[src/rtl/result_ram_writer.sv]
// result_ram_writer
//
// Drains the 32-bit result FIFO, packs four results into one 128-bit word
// (lane0 = [31:0] holds the earliest result) and writes the words into the
// result RAM that PCIe reads back. A batch is bounded by expected_cnt, which
// is latched on batch_start. A partial final word is zero-padded and flushed,
// then result_write_done pulses for one cycle.
//
// Build option: RESULT_TIMEOUT_EN adds an idle watchdog. If RUN goes
// TIMEOUT_CYC cycles without a result, timeout_err is set and the batch is
// closed (partial flush if needed, then the done pulse). Without the macro,
// timeout_err is tied low and RUN waits indefinitely.
//
// Ports
//   sys_clk, sys_rst      clock, asynchronous active-high reset
//   batch_start           one-cycle start pulse (ignored while busy)
//   expected_cnt          results in the batch, sampled on an accepted start
//   result_fifo_empty     FIFO empty flag
//   result_fifo_rdat      FIFO data, valid the cycle after rden
//   result_fifo_rden      FIFO read strobe
//   result_ram_wren       RAM write enable
//   result_ram_waddr      RAM word address
//   result_ram_wdat       packed 128-bit word
//   result_cnt            results received in the current batch
//   busy                  high outside IDLE, through the done pulse
//   result_write_done     one-cycle batch done pulse
//   overflow_err          sticky: write address wrapped during the batch
//   timeout_err           sticky: watchdog fired (RESULT_TIMEOUT_EN only)
//
// state | meaning
// IDLE  | waiting for batch_start; FIFO is never read
// RUN   | reading the FIFO and packing lanes; full words are written
// FLUSH | writing the zero-padded partial final word
// DONE  | batch closed; launches the one-cycle done pulse

module result_ram_writer #(
    parameter int ADDR_W      = 14,
    parameter int CNT_W       = 16,
    parameter int TIMEOUT_CYC = 4096
) (
    input  logic              sys_clk,
    input  logic              sys_rst,
    input  logic              batch_start,
    input  logic [CNT_W-1:0]  expected_cnt,
    input  logic              result_fifo_empty,
    input  logic [31:0]       result_fifo_rdat,
    output logic              result_fifo_rden,
    output logic              result_ram_wren,
    output logic [ADDR_W-1:0] result_ram_waddr,
    output logic [127:0]      result_ram_wdat,
    output logic [CNT_W-1:0]  result_cnt,
    output logic              busy,
    output logic              result_write_done,
    output logic              overflow_err,
    output logic              timeout_err
);

    typedef enum logic [1:0] {S_IDLE, S_RUN, S_FLUSH, S_DONE} state_t;

    state_t            state;
    state_t            state_nxt;
    logic [CNT_W-1:0]  exp_cnt;
    logic [CNT_W-1:0]  issued_cnt;
    logic [1:0]        lane;
    logic [31:0]       lane0_q;
    logic [31:0]       lane1_q;
    logic [31:0]       lane2_q;
    logic              rd_vld;
    logic [ADDR_W-1:0] waddr_cnt;
    logic              start_ok;
    logic              last_rslt;
    logic              wdog_hit;
    logic [127:0]      flush_word;

    // The done cycle still counts as busy so a start that lands on the done
    // pulse is ignored rather than racing the closing batch.
    assign busy      = (state != S_IDLE) || result_write_done;
    assign start_ok  = batch_start && !busy;
    assign last_rslt = rd_vld && ((result_cnt + CNT_W'(1)) == exp_cnt);

    // Reads stop once every expected result has been requested, so the FIFO
    // is never over-read. A firing watchdog also blocks a new read so no data
    // is left in flight when RUN is abandoned.
    assign result_fifo_rden = (state == S_RUN) && !result_fifo_empty &&
                              (issued_cnt != exp_cnt) && !wdog_hit;

`ifdef RESULT_TIMEOUT_EN
    localparam int              WD_W    = $clog2(TIMEOUT_CYC + 1);
    localparam logic [WD_W-1:0] WD_LOAD = WD_W'(TIMEOUT_CYC);

    // Down-counter reloaded on every received result; terminal count 0
    // means TIMEOUT_CYC consecutive RUN cycles passed without one.
    logic [WD_W-1:0] wdog;

    assign wdog_hit = (state == S_RUN) && !rd_vld && (wdog == '0);

    always_ff @(posedge sys_clk or posedge sys_rst) begin
        if (sys_rst) begin
            wdog        <= '0;
            timeout_err <= 1'b0;
        end else if (start_ok) begin
            wdog        <= WD_LOAD;
            timeout_err <= 1'b0;
        end else if (state == S_RUN) begin
            if (rd_vld) begin
                wdog <= WD_LOAD;
            end else if (wdog_hit) begin
                timeout_err <= 1'b1;
            end else begin
                wdog <= wdog - 1'b1;
            end
        end
    end
`else
    assign wdog_hit    = 1'b0;
    assign timeout_err = 1'b0;
`endif

    always_ff @(posedge sys_clk or posedge sys_rst) begin
        if (sys_rst) begin
            state <= S_IDLE;
        end else begin
            state <= state_nxt;
        end
    end

    always_comb begin
        state_nxt = state;
        case (state)
            S_IDLE: begin
                if (start_ok) begin
                    state_nxt = (expected_cnt == '0) ? S_DONE : S_RUN;
                end
            end
            S_RUN: begin
                if (last_rslt) begin
                    // lane 3 here means this result completes the word
                    state_nxt = (lane == 2'd3) ? S_DONE : S_FLUSH;
                end else if (wdog_hit) begin
                    state_nxt = (lane != 2'd0) ? S_FLUSH : S_DONE;
                end
            end
            S_FLUSH: state_nxt = S_DONE;
            S_DONE:  state_nxt = S_IDLE;
            default: state_nxt = S_IDLE;
        endcase
    end

    // lane holds the number of lanes already filled; unfilled lanes read 0.
    always_comb begin
        flush_word = '0;
        if (lane >= 2'd1) flush_word[31:0]  = lane0_q;
        if (lane >= 2'd2) flush_word[63:32] = lane1_q;
        if (lane >= 2'd3) flush_word[95:64] = lane2_q;
    end

    always_ff @(posedge sys_clk or posedge sys_rst) begin
        if (sys_rst) begin
            exp_cnt           <= '0;
            issued_cnt        <= '0;
            result_cnt        <= '0;
            lane              <= '0;
            lane0_q           <= '0;
            lane1_q           <= '0;
            lane2_q           <= '0;
            rd_vld            <= 1'b0;
            waddr_cnt         <= '0;
            result_ram_wren   <= 1'b0;
            result_ram_waddr  <= '0;
            result_ram_wdat   <= '0;
            result_write_done <= 1'b0;
            overflow_err      <= 1'b0;
        end else begin
            rd_vld            <= result_fifo_rden;
            result_ram_wren   <= 1'b0;
            result_write_done <= (state == S_DONE);

            if (result_fifo_rden) begin
                issued_cnt <= issued_cnt + CNT_W'(1);
            end

            if (start_ok) begin
                exp_cnt      <= expected_cnt;
                issued_cnt   <= '0;
                result_cnt   <= '0;
                waddr_cnt    <= '0;
                lane         <= '0;
                overflow_err <= 1'b0;
            end

            if ((state == S_RUN) && rd_vld) begin
                result_cnt <= result_cnt + CNT_W'(1);
                lane       <= lane + 2'd1;
                case (lane)
                    2'd0: lane0_q <= result_fifo_rdat;
                    2'd1: lane1_q <= result_fifo_rdat;
                    2'd2: lane2_q <= result_fifo_rdat;
                    default: begin
                        result_ram_wdat  <= {result_fifo_rdat, lane2_q, lane1_q, lane0_q};
                        result_ram_wren  <= 1'b1;
                        result_ram_waddr <= waddr_cnt;
                        waddr_cnt        <= waddr_cnt + 1'b1;
                        if (waddr_cnt == '1) begin
                            overflow_err <= 1'b1;
                        end
                    end
                endcase
            end

            if (state == S_FLUSH) begin
                result_ram_wdat  <= flush_word;
                result_ram_wren  <= 1'b1;
                result_ram_waddr <= waddr_cnt;
                waddr_cnt        <= waddr_cnt + 1'b1;
                lane             <= '0;
                if (waddr_cnt == '1) begin
                    overflow_err <= 1'b1;
                end
            end
        end
    end

endmodule

[config.mk]
export PLATFORM = sky130hd
export DESIGN_NAME = result_ram_writer
export DESIGN_NICKNAME = d
export VERILOG_FILES = /design/src/rtl/result_ram_writer.sv
export SDC_FILE = /design/constraint.sdc
export NUM_CORES = 1
export LEC_CHECK = 0
export BUFFER_PORTS_ARGS = -buffer_cell sky130_fd_sc_hd__buf_2
export CAP_MARGIN = 20
export CORE_MARGIN = 2
export CORE_UTILIZATION = 36
export CTS_CLUSTER_SIZE = 24
export DETAILED_ROUTE_END_ITERATION = 10
export HOLD_SLACK_MARGIN = 0.05
export PLACE_DENSITY = 0.59
export REMOVE_ABC_BUFFERS = 1
export SYNTH_ARGS = -nofsm -noshare
export SYNTH_HDL_FRONTEND = slang
export SYNTH_SLANG_ARGS = --single-unit
[constraint.sdc]
create_clock -name sys_clk -period 18.7 [get_ports sys_clk]
set_clock_uncertainty 0.05 [all_clocks]
set_input_delay 0.935 -clock sys_clk [delete_from_list [all_inputs] [get_ports sys_clk]]
set_output_delay 0.935 -clock sys_clk [all_outputs]
set_load 0.01 [all_outputs]
# After elaboration in Yosys (flattened, before gate mapping)
# Index checks and enable logic that the tools add are counted.
# totals
reg_bits,308
in_bits,52
out_inout_bits,164
wordCells,90
# classes
addsub,4
order_cmp,3
eq_ne,12
n_mux,34
n_reduce_logical,22
# op_table
cell,count
$mux 128,3
$mux 14,7
$mux 32,3
$mux 16,4
$add 16x1->16 const B,2
$eq 16x16->1,1
$logic_not 16->1,1
$ne 16x16->1,1
$add 14x1->14 const B,1
$eq 14x14->1 const B,1
$mux 2,6
$mux 1,10
$reduce_and 2->1,5
$eq 2x2->1 const B,4
$pmux 2 s4,1
$reduce_bool 2->1,4
$logic_and 1x1->1,5
$eq 2x1->1 const B,2
$ge 2x2->1 const B,2
$logic_not 2->1,2
$ne 2x2->1 const B,2
$reduce_bool 3->1,1
$reduce_or 3->1,1
$add 2x1->2 const B,1
other kinds (4),5

# Depth between registers and ports, before layout
# logic_depth
ltp_word,10
depth_mapped,10
depth_no_buf,9

# Least setup slack after synthesis
# Ideal clock, no wire load.
# synth_path
kind,input-to-output
startpoint,in result_fifo_empty
endpoint,out result_fifo_rden
arrival_ps,1465
required_ps,17715
slack_ps,16250
cell_stages,3
n_path_buf,1
cell_sequence,nor2b_1 -> nor2b_1 -> clkbuf_1
# synth_via
elab_chain_len,3
# synth_rtl
item,line,source
start: declaration,45,"input logic result_fifo_empty,"
$logic_not 1->1,84,assign result_fifo_rden = (state == S_RUN) && !result_fifo_empty &&
$logic_and 1x1->1 (2 in a row),84,
end: declaration,47,"output logic result_fifo_rden,"
# Every way passes these cells.

# Final worst setup path
# layout_path
startpoint,reg state[1]
endpoint,reg result_ram_wdat[93]
# layout_via
elab_chain_len,4
word_cells_on_any_way,7
classes_between,eq/ne: 3; mux: 1; reduce/logical: 3
# layout_rtl
item,line,source
start: declaration,60,state_t state;
start signal: assignment,123,state <= state_nxt;
$eq 2x1->1,191,if ((state == S_RUN) && rd_vld) begin
$logic_and 1x1->1,191,
$reduce_bool 2->1 (no line),-,
$reduce_and 2->1 (no line),-,
end signal: assignment,199,"result_ram_wdat <= {result_fifo_rdat, lane2_q, lane1_q, lane0_q};"
end signal: assignment,211,result_ram_wdat <= flush_word;
end: declaration,50,"output logic [127:0] result_ram_wdat,"
# Parallel ways exist; a longest one is shown, timed or not.
# A chain may end at the register's enable or synchronous reset.

==> results.yml <==
die:
  die_area_mm2: 0.0379
  pin_count: 216
  die_w_um: 195
  core_area_mm2: 0.0357
  fp.dieH_um: 195
  row_count: 69
  start_util: 0.367
worst_setup_path:
  setup.worst_path.end_class: "flip-flop"
  worstPathMaxFanout: 80
  startpoint_type: "flip-flop"
  crit_family: "buffers and inverters"
  required_ns: 19.08
  worstSetupPathType: "flip-flop to flip-flop"
  crit_arrival_ns: 4.02
  path_cells: "inv_1 -> ha_1 -> and3_2 -> nor2_4 -> inv_4 -> buf_4 -> nand2_1 -> a21oi_1"
  critical_path.slowest_cell: "and3_2"
  cp_num_buf_inv: 3
  slowest_delay_ns: 0.77
routing:
  drt-total-wl_um: 33900
  wl_per_cell_um: 17.4
  viasPerCell: 5.04
  vias: 9820
  first_iter_violations: 456
  drc_errors: 0
  postRouteAntennaNets: 0
  dr.pass1.iters: 4
synth:
  synth-edff-count: 0
  yosys_register_bits: 308
  synth_area_mm2: 0.0131
  synth_cell_types: 50
  synthFlopType: "dfrtp_1"
  synth-async-reset-ratio: 1.00
  syn_area_per_cell_um2: 10.2
  ys_seq_area_frac: 0.589
  ys_warn_count: 0
  syn_inst: 1278
sta:
  final_max_slew_viol_count: 0
  setup_tns_ns: 0
  clock.fmax_mhz: 274
  fin_crit_sh: 0.195
  rsz0062_at_grt: "no"
  finalHoldViolCount: 0
  worst_slew_pin_slew_ns: 1.06
  max-slew-margin-rel: 0.293
  period_needed_ns: 3.64
  report.final.setup_viol: 0
pwr:
  p_total_mw: 2.41
  leakage_nw: 7.59
  p_per_area_mw_per_mm2: 154
  vdd_ir_drop_max_mv: 0.0725
global_route:
  antenna_found_initial: 2
  grt_overflow: 0
  grt_max_degree: 87
  grt_use_total: 0.179
  grt_pass1_vias: 9523
  grt_first_pass_wirelength_um: 54400
run_status:
  status: "finished, final reports clean"
layout:
  fillCellCount: 3420
  layout_commonest_cell: "nand2_1"
  nets: 1533
  area_delta_synth_final_pct: 19.7
  layout_common_cells: "nand2_1 (387), dfrtp_1 (308), buf_2 (214)"
  ff_latch_area_mm2: 0.00771
  drive_gt1_frac: 0.262
  final_cells: 1948
  finish.instance_area_mm2: 0.0157
  multi_input_comb_area_mm2: 0.00505
placed_design:
  port_buffers: 214
  hpwlAfterDp_um: 21500
  placed_cells: 1889
  gp_congestion: 0.853
  place_area_mm2: 0.0145
hold_path:
  min_path_type: "flip-flop to flip-flop"
clock_tree:
  cts.sinks: 308
  cts_buffers: 35
  clk_latency_ns: 0.51
  clk_pin_slew_ns: 0.06
  clock_path_buffers: 3
  clockRootBuffer: "clkbuf_16"
  htreeDepth: 2
  hold_buffers: 0
  cts_tree: "built"
  cts_setup_buffers: 0
  cts_resized: 0
job:
  drv_cap: 0
-- final cells by class --
class | instances | area share
Sequential cell | 308 | 0.492
Multi-Input combinational cell | 885 | 0.322
Timing Repair Buffer | 226 | 0.0767
Clock buffer | 50 | 0.0654
Tap cell | 461 | 0.0368
Inverter | 11 | 0.00328
Clock inverter | 6 | 0.00320
Antenna cell | 1 | 0.000160
-- registers in the layout, indices dropped and copies added, names as in the netlist, 2 cells and up --
| signal | count |
|---|---|
| result_ram_waddr | 14 |
| waddr_cnt | 14 |
| lane1_q | 32 |
| result_cnt | 16 |
| state | 2 |
| result_ram_wdat | 128 |
| issued_cnt | 16 |
| exp_cnt | 16 |
| lane | 2 |
| lane0_q | 32 |
| lane2_q | 32 |
-- where the power goes --
part           switching, mW  leakage [nW]  internal (mW)
clock                  0.267         0.522          0.379
combinational          0.416          3.13          0.295
sequential             0.157          3.94          0.897
-- layer usage --
layer  vias to the layer above  global-route usage  wire, um
met5                         -                   0        13
met4                         2              0.0399       701
met3                        51              0.0347      1750
met2                       231               0.280     15400
met1                      4877               0.258     16100
li1                       4659                   -         -
-- Yosys cell counts (all sizes together), types with 5 or more instances --
cell type / count / area [um2]
nand4: 15 / 109
nor2: 41 / 156
xor2: 17 / 149
nand2: 390 / 1460
ha: 14 / 175
dfrtp: 308 / 7710
clkbuf: 45 / 169
a21oi: 107 / 536
xnor2: 34 / 298
nand3: 51 / 268
and3: 10 / 65.1
o31ai: 9 / 67.6
mux2i: 5 / 50.1
o21ai: 39 / 195
nor4: 10 / 62.6
buf: 29 / 146
inv: 11 / 41.3
nor2b: 6 / 37.5
mux2: 96 / 1080
a31oi: 7 / 43.8
-- cells by family (layout without fill, tap and decap cells) --
kind of cell	after synthesis	after routing	synth area share
multiplexers	101	101	0.0864
other	1	2	0.000287
AND/OR/NAND/NOR	545	545	0.178
flip-flops	308	308	0.589
XOR/XNOR	51	51	0.0341
buffers and inverters	85	293	0.0273
adder cells (fa/ha/maj)	14	14	0.0134
AO/OA/AOI/OAI	173	173	0.0717
-- worst min-delay path, delay by kind of cell, from the launching register on --
| kind | cells | cell delay, ns |
|---|---|---|
| flip-flops | 1 | 0.33 |
| AND/OR/NAND/NOR | 2 | 0.10 |
-- path summary, 6_finish.rpt --
kind | startpoint | endpoint | slack, ns | cells past startpoint
hold reg to reg | result_ram_wdat[54] | result_ram_wdat[54] | 0.41 | 2
setup / recovery | state[1] | result_ram_wdat[93] | 15.06 | 8
max in group asynchronous | sys_rst | result_ram_wdat[67] | 16.48 | 6
min in group asynchronous | sys_rst | issued_cnt[10] | 0.45 | 2
setup reg to reg | state[1] | result_ram_wdat[93] | 15.06 | 8
hold / removal | result_ram_wdat[54] | result_ram_wdat[54] | 0.41 | 2
-- stage by stage --
step	setup WS (ns)	hold WS, ns	util
after floorplan	9.20	0.411	-
after global placement	15.08	0.399	0.408
after detailed placement	15.06	0.401	0.408
after CTS	15.04	0.413	0.438
after global routing	14.71	0.435	0.439
final	15.06	0.408	0.439
(Power assumes the default switching activity.)
